[src/rtl/ram_pkg.sv]
// rtl/ram_pkg.sv - shared types, constants and helpers for the 1R1W clearable RAM
//
// Purpose: FSM state type, read-during-write policy constants, byte-count
// helper and the byte-merge function used by the write path and RDW bypass.
// Ports: none (package).

package ram_pkg;

  typedef enum logic [0:0] {
    ST_IDLE  = 1'b0,
    ST_CLEAR = 1'b1
  } state_e;

  localparam int RDW_OLD = 0;
  localparam int RDW_NEW = 1;

  // Widest word byte_merge can handle; callers size-cast in and out of it.
  localparam int MERGE_MAX_W = 256;

  function automatic int calc_nb(input int d_width, input int byte_width);
    return d_width / byte_width;
  endfunction

  // Replace every byte of old_w whose enable bit is set with the matching
  // byte of new_w. Enables beyond the caller's byte count arrive as zero.
  function automatic logic [MERGE_MAX_W-1:0] byte_merge(
    input logic [MERGE_MAX_W-1:0] old_w,
    input logic [MERGE_MAX_W-1:0] new_w,
    input logic [MERGE_MAX_W-1:0] be,
    input int                     byte_width
  );
    logic [MERGE_MAX_W-1:0] res;
    logic [7:0]             idx;
    res = old_w;
    for (int b = 0; b < MERGE_MAX_W; b++) begin
      idx = 8'(b / byte_width);
      if (be[idx]) res[b] = new_w[b];
    end
    return res;
  endfunction

endpackage

[src/rtl/ram_core_1r1w.sv]
// rtl/ram_core_1r1w.sv - bare storage array, byte-enable write, registered read
//
// Purpose: 2**AW x DW storage with no reset. A read returns the word as it was
// before any write at the same edge (old-data behaviour).
// Ports:
//   clk      clock
//   we/wa/wd write enable, address, data
//   wbe      per-byte write enables (bit i covers wd[i*BW +: BW])
//   re/ra    read enable, address
//   rd       registered read data, holds while re=0

module ram_core_1r1w
  import ram_pkg::*;
#(
  parameter int DW = 16,
  parameter int AW = 5,
  parameter int BW = 8,
  parameter int NB = calc_nb(DW, BW)
) (
  input  logic          clk,
  input  logic          we,
  input  logic [AW-1:0] wa,
  input  logic [DW-1:0] wd,
  input  logic [NB-1:0] wbe,
  input  logic          re,
  input  logic [AW-1:0] ra,
  output logic [DW-1:0] rd
);

  logic [DW-1:0] mem_q [2**AW];
  logic [DW-1:0] rd_q;

  always_ff @(posedge clk) begin
    if (we) begin
      for (int i = 0; i < NB; i++) begin
        if (wbe[i]) mem_q[wa][i*BW +: BW] <= wd[i*BW +: BW];
      end
    end
    if (re) rd_q <= mem_q[ra];
  end

  assign rd = rd_q;

endmodule

[src/rtl/ram_1r1w_clr.sv]
// rtl/ram_1r1w_clr.sv - 1R1W RAM with byte enables, RDW policy, output reg and clear engine
//
// Purpose: wraps ram_core_1r1w with an IDLE/CLEAR FSM that zeroes the array
// after reset (optional) or on clear_req, a same-address read-during-write
// bypass, and an optional extra output register.
// Ports:
//   clk, rst_n           clock, asynchronous active-low reset
//   ready                high in IDLE; we/re/clear_req only accepted then
//   clear_req            starts a full-array clear
//   we, wa, wd, wbe      write port with byte enables
//   re, ra               read port request
//   rd, rd_valid         read data and one-cycle completion flag

module ram_1r1w_clr
  import ram_pkg::*;
#(
  parameter int D_WIDTH        = 16,
  parameter int A_WIDTH        = 5,
  parameter int BYTE_WIDTH     = 8,
  parameter int RDW_MODE       = 0,
  parameter int OUT_REG        = 0,
  parameter int CLEAR_ON_RESET = 1
) (
  input  logic                                       clk,
  input  logic                                       rst_n,
  output logic                                       ready,
  input  logic                                       clear_req,
  input  logic                                       we,
  input  logic [A_WIDTH-1:0]                         wa,
  input  logic [D_WIDTH-1:0]                         wd,
  input  logic [calc_nb(D_WIDTH, BYTE_WIDTH)-1:0]    wbe,
  input  logic                                       re,
  input  logic [A_WIDTH-1:0]                         ra,
  output logic [D_WIDTH-1:0]                         rd,
  output logic                                       rd_valid
);

  localparam int     NB          = calc_nb(D_WIDTH, BYTE_WIDTH);
  localparam state_e RESET_STATE = (CLEAR_ON_RESET != 0) ? ST_CLEAR : ST_IDLE;

  state_e               state_q, state_d;
  logic [A_WIDTH-1:0]   cnt_q, cnt_d;
  logic                 clearing;
  logic                 accept_wr, accept_rd;

  assign clearing  = (state_q == ST_CLEAR);
  assign ready     = (state_q == ST_IDLE);
  assign accept_wr = ready & we;
  assign accept_rd = ready & re;

  // Clear engine: one zero word per cycle, leave CLEAR after the last address.
  always_comb begin
    state_d = state_q;
    cnt_d   = cnt_q;
    case (state_q)
      ST_IDLE:  if (clear_req) state_d = ST_CLEAR;
      ST_CLEAR: begin
        if (cnt_q == '1) begin
          cnt_d   = '0;
          state_d = ST_IDLE;
        end else begin
          cnt_d = cnt_q + A_WIDTH'(1);
        end
      end
      default:  state_d = ST_IDLE;
    endcase
  end

  always_ff @(posedge clk or negedge rst_n) begin
    if (!rst_n) begin
      state_q <= RESET_STATE;
      cnt_q   <= '0;
    end else begin
      state_q <= state_d;
      cnt_q   <= cnt_d;
    end
  end

  // Write mux: the clear engine owns the write port while clearing.
  logic                 mem_we;
  logic [A_WIDTH-1:0]   mem_wa;
  logic [D_WIDTH-1:0]   mem_wd;
  logic [NB-1:0]        mem_wbe;
  logic [D_WIDTH-1:0]   core_rd;

  assign mem_we  = clearing | accept_wr;
  assign mem_wa  = clearing ? cnt_q : wa;
  assign mem_wd  = clearing ? '0    : wd;
  assign mem_wbe = clearing ? '1    : wbe;

  ram_core_1r1w #(
    .DW(D_WIDTH),
    .AW(A_WIDTH),
    .BW(BYTE_WIDTH),
    .NB(NB)
  ) u_core (
    .clk (clk),
    .we  (mem_we),
    .wa  (mem_wa),
    .wd  (mem_wd),
    .wbe (mem_wbe),
    .re  (accept_rd),
    .ra  (ra),
    .rd  (core_rd)
  );

  // The core always returns old data; for new-data mode remember the colliding
  // write and merge it over the core output. has_data_q keeps rd at zero until
  // the first read after reset, since the core array/register are unreset.
  logic                 byp_hit_q;
  logic [D_WIDTH-1:0]   byp_wd_q;
  logic [NB-1:0]        byp_be_q;
  logic                 has_data_q;
  logic                 v1_q;
  logic [D_WIDTH-1:0]   merged;
  logic [D_WIDTH-1:0]   stage1;

  always_ff @(posedge clk or negedge rst_n) begin
    if (!rst_n) begin
      byp_hit_q  <= 1'b0;
      byp_wd_q   <= '0;
      byp_be_q   <= '0;
      has_data_q <= 1'b0;
      v1_q       <= 1'b0;
    end else begin
      v1_q <= accept_rd;
      if (accept_rd) begin
        has_data_q <= 1'b1;
        byp_hit_q  <= (RDW_MODE == RDW_NEW) && accept_wr && (wa == ra);
        byp_wd_q   <= wd;
        byp_be_q   <= wbe;
      end
    end
  end

  assign merged = D_WIDTH'(byte_merge(MERGE_MAX_W'(core_rd), MERGE_MAX_W'(byp_wd_q),
                                      MERGE_MAX_W'(byp_be_q), BYTE_WIDTH));
  assign stage1 = !has_data_q ? '0 : (byp_hit_q ? merged : core_rd);

  generate
    if (OUT_REG != 0) begin : g_out_reg
      logic [D_WIDTH-1:0] rd2_q;
      logic               v2_q;
      always_ff @(posedge clk or negedge rst_n) begin
        if (!rst_n) begin
          rd2_q <= '0;
          v2_q  <= 1'b0;
        end else begin
          v2_q <= v1_q;
          if (v1_q) rd2_q <= stage1;
        end
      end
      assign rd       = rd2_q;
      assign rd_valid = v2_q;
    end else begin : g_no_out_reg
      assign rd       = stage1;
      assign rd_valid = v1_q;
    end
  endgenerate

endmodule
[config.mk]
export PLATFORM = sky130hd
export DESIGN_NAME = ram_1r1w_clr
export DESIGN_NICKNAME = d
export VERILOG_FILES = /design/src/rtl/ram_pkg.sv /design/src/rtl/ram_core_1r1w.sv /design/src/rtl/ram_1r1w_clr.sv
export SDC_FILE = /design/constraint.sdc
export NUM_CORES = 1
export LEC_CHECK = 0
export CORE_AREA = 4 4 203 205
export DETAILED_ROUTE_END_ITERATION = 8
export DIE_AREA = 0 0 207 209
export PLACE_DENSITY = 0.74
export SYNTH_ARGS = -nofsm -noshare
export SYNTH_HDL_FRONTEND = slang
export SYNTH_HIERARCHICAL = 1
export SYNTH_SLANG_ARGS = --single-unit
[constraint.sdc]
create_clock -name clk -period 2.7 [get_ports clk]
set_clock_uncertainty 0.2 [all_clocks]
set_input_delay 0.54 -clock clk [delete_from_list [all_inputs] [get_ports clk]]
set_output_delay 0.54 -clock clk [all_outputs]
set_load 0.03 [all_outputs]
After elaboration in Yosys (flattened, before gate mapping):

Memory sizes are Yosys's and may differ from the RTL's. A register that Yosys moved wholly into a read port is not among the register bits.
Index checks and enable logic that the tools add are counted.

* flip-flop bits (word level): 8
* memory bits (writable): 512
* input bits: 33
* word-level logic and storage cells: 25
* memories: 1

Memory list
* u_core.mem_q: words 32, bits a word 16, rd ports 1, clocked after memory_dff 1, write ports 1, RTL line ram_core_1r1w.sv:30 `logic [DW-1:0] mem_q [2**AW];`

* add/sub/neg operators: 1
* equal/unequal tests: 1
* muxes and demuxes: 14
* bitwise operators: 4

Operator list (count)
* 16-bit two-way mux: 2
* 5-bit two-way mux: 2
* 1-bit two-way mux: 8
* 5-bit by 1-bit adder with 5-bit output, second input constant: 1
* 5-bit equality test, second input constant: 1
* 1-bit bitwise AND: 2
* 2-bit two-way mux: 1
* 1-bit case mux with 2 select lines: 1
* 1-bit NOT: 1
* 1-bit OR: 1

Longest topological paths before layout:

Gate-level depths: netlist (run 1).

* depth in word-level cells: 5
* mapped depth: 8

Cells and area by module:

Netlist (run 1), hierarchy kept.

By module, submodules not included
* ram_core_1r1w: instances 1, cells each 1188, area an instance 20867.5 um2, sequential area each 15855.2 um2
* ram_1r1w_clr: instances 1, cells each 71, area an instance 649.4 um2, sequential area each 201.4 um2

Least setup slack after synthesis (run 1):

OpenSTA, ideal clock, no wires.

* path kind: flip-flop to flip-flop
* from: register state_q, in the netlist clearing
* to: memory u_core.mem_q[19][0] (enable)
* data arrival time: 2.158 ns
* required time: 2.130 ns
* path slack: -0.028 ns
* cell stages (with the launch flop): 7
* path buffers: 3
* clock period less this slack: 2.728 ns
* cells stage by stage: dfstp_2 buf_6 mux2_2 clkbuf_1 or3b_2 clkbuf_1 nor2_1

* elaborated cells between the ends (all ways): 8
* classes of those cells: mux (5); bitwise (3)

RTL lines
* from (decl): RTL line ram_1r1w_clr.sv:41 `state_e state_q, state_d;`
* from (signal assigned): RTL line ram_1r1w_clr.sv:74 `state_q <= state_d;`
* 5-bit two-way mux: RTL line ram_1r1w_clr.sv:87 `assign mem_wa = clearing ? cnt_q : wa;`
* net mem_wa[3]: RTL line ram_1r1w_clr.sv:81 `logic [A_WIDTH-1:0] mem_wa;`
* to (decl): RTL line ram_core_1r1w.sv:30

The timed path passes the listed nets, and every way through them passes these cells.

Worst setup path in the final report (run 1):

* from: register state_q, in the netlist clearing
* to: output ready

* cells in the longest elaborated chain, start to end: 1

Ends and longest elaborated chain
* 1-bit NOT: RTL line ram_1r1w_clr.sv:47 `assign ready = (state_q == ST_IDLE);`
* to (decl): RTL line ram_1r1w_clr.sv:26 `output logic ready,`

Every way passes these cells.

==> results of run 1 <==
cells in the mapped netlist, drive strengths merged, types with 18 or more instances:
cell type  instances
mux2i            257
a22o              32
buf               55
nand3             40
nand4             18
a21oi             32
a22oi             64
nand2             34
nor2b             19
edfxtp           528
nor2              67
clkbuf            22
what timing repair did:
item                       4_1_cts  5_1_grt
setup buffers                    0        2
setup endpoints to repair       17        1
resized for setup               20        1
hold endpoints to repair         0        0
area by class of cell:
type                            count  share of cell area (%)
Sequential cell                   536                    63.9
Multi-Input combinational cell    644                    19.6
Timing Repair Buffer              193                    7.60
Clock buffer                       59                    5.12
Tap cell                          525                    2.62
Clock inverter                     31                    1.11
Inverter                            2                  0.0299
stage by stage:
step	cells	power, mW	cell area [um^2]	util (%)
global route	1990	22.4	25100	63.7
floorplan	1259	13.0	21500	-
finish	1990	21.6	25100	63.7
global placement	1898	14.9	23500	59.6
detailed placement	1898	15.0	23500	59.6
CTS	1988	21.7	25100	63.6
power by group through the flow:
stage	combinational, mW	sequential, mW	clock [mW]
floorplan	2.00	11.0	0
global placement	3.88	11.0	0
detailed placement	4.00	11.0	0
CTS	4.00	10.9	6.80
global route	4.30	11.0	7.15
finish	4.03	10.9	6.72
flip-flops by register name, summed over array words and instances, names as in the netlist:
name          cells
cnt_q             5
clearing          1
u_core/mem_q    512
rd_valid          1
u_core/rd        16
has_data_q        1
final timing paths:
path | start | endpoint | slack [ns] | depth (start not counted)
worst max-delay path | clearing$_DFF_PN1_ | ready | 0.10 | 3
worst max register to register | clearing$_DFF_PN1_ | u_core/mem_q[4][3]$_DFFE_PP_ | 0.11 | 5
min in group clk | clear_req | clearing$_DFF_PN1_ | 0.30 | 3
worst min register to register | cnt_q[3]$_DFFE_PN0P_ | cnt_q[3]$_DFFE_PN0P_ | 0.30 | 1
max in group asynchronous | rst_n | clearing$_DFF_PN1_ | 1.89 | 1
worst min-delay path | rst_n | rd_valid$_DFF_PN0_ | 0.07 | 1
logic make-up (layout without fill, tap and decap cells):
family	count (synthesis)	count (layout)	share of synthesized area (%)
buf+inv	79	285	2.75
simple gates	228	228	5.24
compound gates	149	149	4.90
mux	265	265	12.4
fa+ha+maj	2	2	0.116
flops	536	536	74.6
worst reg2reg max path, stage by stage (launching register included):
cell                      delay [ns]
sky130_fd_sc_hd__dfstp_2        0.61
sky130_fd_sc_hd__buf_12         0.13
sky130_fd_sc_hd__mux2_2         0.35
sky130_fd_sc_hd__or3b_2         0.65
sky130_fd_sc_hd__nor2_1         0.16
sky130_fd_sc_hd__buf_4          0.19
per-layer routing:
layer  track usage [%]  up-vias  routed length [um]
met5                 0        -                  11
met4              6.61        2                1330
met3              4.59       78                4110
met2              33.3      543               21900
met1              31.9     5813               20100
li1                  -     5273                   -
==> summary.md, run 1 <==
| Metric | Value |
|---|---|
| Run status | finished clean |
| Final worst path period need | 2.60 ns |
| Length of the first detailed-routing pass in iterations | 5 |
| Tot GR Track Use | a little over a fifth |
| Diode insertion count for antenna repair | 0 |
| Sequential standard cell area | 0.0161 mm^2 |
| Syn Std Cell Area | 0.0215 mm^2 |
| Via count | approximately 12000 |
| Fraction of synthesis flops using an asynchronous set or reset pin | roughly 1.5% |
| GRT Residual Overflow | 0 |
| Wirelength per Cell | roughly 24 um |
| Die span in y | roughly 210 um |
| Fill cell total of the finished layout | around 2800 |
| DRC violation count after routing | 0 |
| Max-capacitance violation count | 0 |
| Fraction of final layout cells sized beyond drive strength 1 | 16.8% |
| Total number of H-tree levels | 2 |
| Footprint of the multi-input gates | around 0.0049 mm^2 |
| Peak VDD IR | 0.459 mV |
| Fraction of power spent switching nets | a little over a quarter |
| Area leader, netlist | sky130_fd_sc_hd__edfxtp_1 |
| Number of nets in the layout | between 1000 and 1500 |
| Min-Delay Path Class | input port to asynchronous set/reset pin |
| Seq pwr share | roughly half |
| Max_slew headroom | 63.7% |
| CTS tree | done |
| Net switching component of the power | around 6 mW |
| Worst EP arrival | around 1.9 ns |
| Kind of start point of the critical path | register |
| Final worst-path cycle share | 96.2% |
| Die width | 207 um |
| Residual antenna-violating net count after detailed routing | 0 |
| Routability cong. | ~0.83 |
| Number of design-rule violations left by the first detailed-router iteration | 1313 |
| Peak per-stage delay on the critical path | a little over 0.6 ns |
| Hold Worst Slack | approximately 0.067 ns |
| Number of antenna violations at the first check in global routing | 1 |
| Fin. max-slew vios | 0 |
| Number of hold buffers added after CTS | 0 |
| RSZ-0062 raised after global routing | false |
| Lkg Pwr | about 9.1 nW |
| Vias in the first global route | approximately 12000 |
| Number of I/O pins | 51 |
| Worst Path Required | a little under 2 ns |
| Count of warnings emitted by yosys | 6 |
| Internal cell power | around 16 mW |
| Top cell type's share of synthesized area | about 74% |
| Pwr Density | 861 mW/mm^2 |
| Fraction of the yosys area taken by sequential cells | approximately 75% |
| Critical path endpoint category | primary output |
| Synth Flop Type | sky130_fd_sc_hd__edfxtp_1 |
| Synth-to-Final Area Change | 16.7% |
| Via density per instance | around 5.9 |
| Most common library cell in the layout ignoring fill and taps | sky130_fd_sc_hd__edfxtp_1 |
| Number of distinct library cell variants in the gate-level netlist after synthesis | 39 |
| Final Worst Setup Slack | around 0.10 ns |
| Count of mapped cells out of synthesis | approximately 1300 |
| Clk sinks | roughly 540 |
| Least-Margin Pin Slew | roughly 0.54 ns |
| Library cell contributing the largest single delay on the critical path | sky130_fd_sc_hd__dfstp_2 |
| Worst-skew pair later-pin latency | ~0.58 ns |
| Avg Cell Area, Syn | about 17 um^2 |
| Maximum operating frequency | slightly below 400 MHz |
| Final setup viols | 0 |
| Final hold vios | 0 |
| FF+latch count, synth | around 540 |
| Pin count of the biggest net entering global routing | 37 |
| Starting utilization of the core area | around 55% |
| Root Buffer | sky130_fd_sc_hd__clkbuf_16 |
| Top cells by area, synth | sky130_fd_sc_hd__edfxtp_1, sky130_fd_sc_hd__mux2i_1, sky130_fd_sc_hd__a22oi_1 |
| First-pass GRT wire length | approximately 70000 um |
| Die ar. | approximately 0.043 mm^2 |
| DRT Wirelength | about 47000 um |
| Critical-path cell list | buf_12 -> inv_1 -> dlygate4sd2_1 |
| Number of rows created at floorplan | 73 |
| Number of I/O port buffers | 50 |
| Clock share of power | just over 30% |
| Final setup TNS | 0 ns |
| Placeable core region | 0.0395 mm^2 |
| Number of enable flip-flop cells after synthesis | roughly 530 |
| DP Worst Slack | -0.198 ns |
| Critical path buffers and inverters | 3 |
| Commonest non-fill, non-tap cells in the layout | sky130_fd_sc_hd__edfxtp_1, sky130_fd_sc_hd__mux2i_1, sky130_fd_sc_hd__buf_4 |
| Combinational fraction of design power | between 10% and 20% |
| Kind of critical path | register to primary output |
| Largest buffer count on any clock path | 3 |
| Kind of cell adding the most delay to the critical path | buffers and inverters |
| Clock slew seen by the registers of the worst setup and hold paths | approximately 0.06 ns |
| Largest fanout of any net on the critical path | 22 |
| Inserted Clock Buffers | 50 |
| Number of nets in the synthesized netlist | between 1000 and 1500 |
| Detailed-placement wirelength estimate | 29700 um |
(Power assumes the default switching activity.)
==> run 2: changes to the inputs <==
--- a/config.mk
+++ b/config.mk
@@ -9,6 +9,7 @@
 export DETAILED_ROUTE_END_ITERATION = 8
 export DIE_AREA = 0 0 207 209
 export PLACE_DENSITY = 0.74
+export SLEW_MARGIN = 15
 export SYNTH_ARGS = -nofsm -noshare
 export SYNTH_HDL_FRONTEND = slang
 export SYNTH_HIERARCHICAL = 1
==> results of run 2 <==
No change in the layout: final DEF, timing and power equal those of run 1.
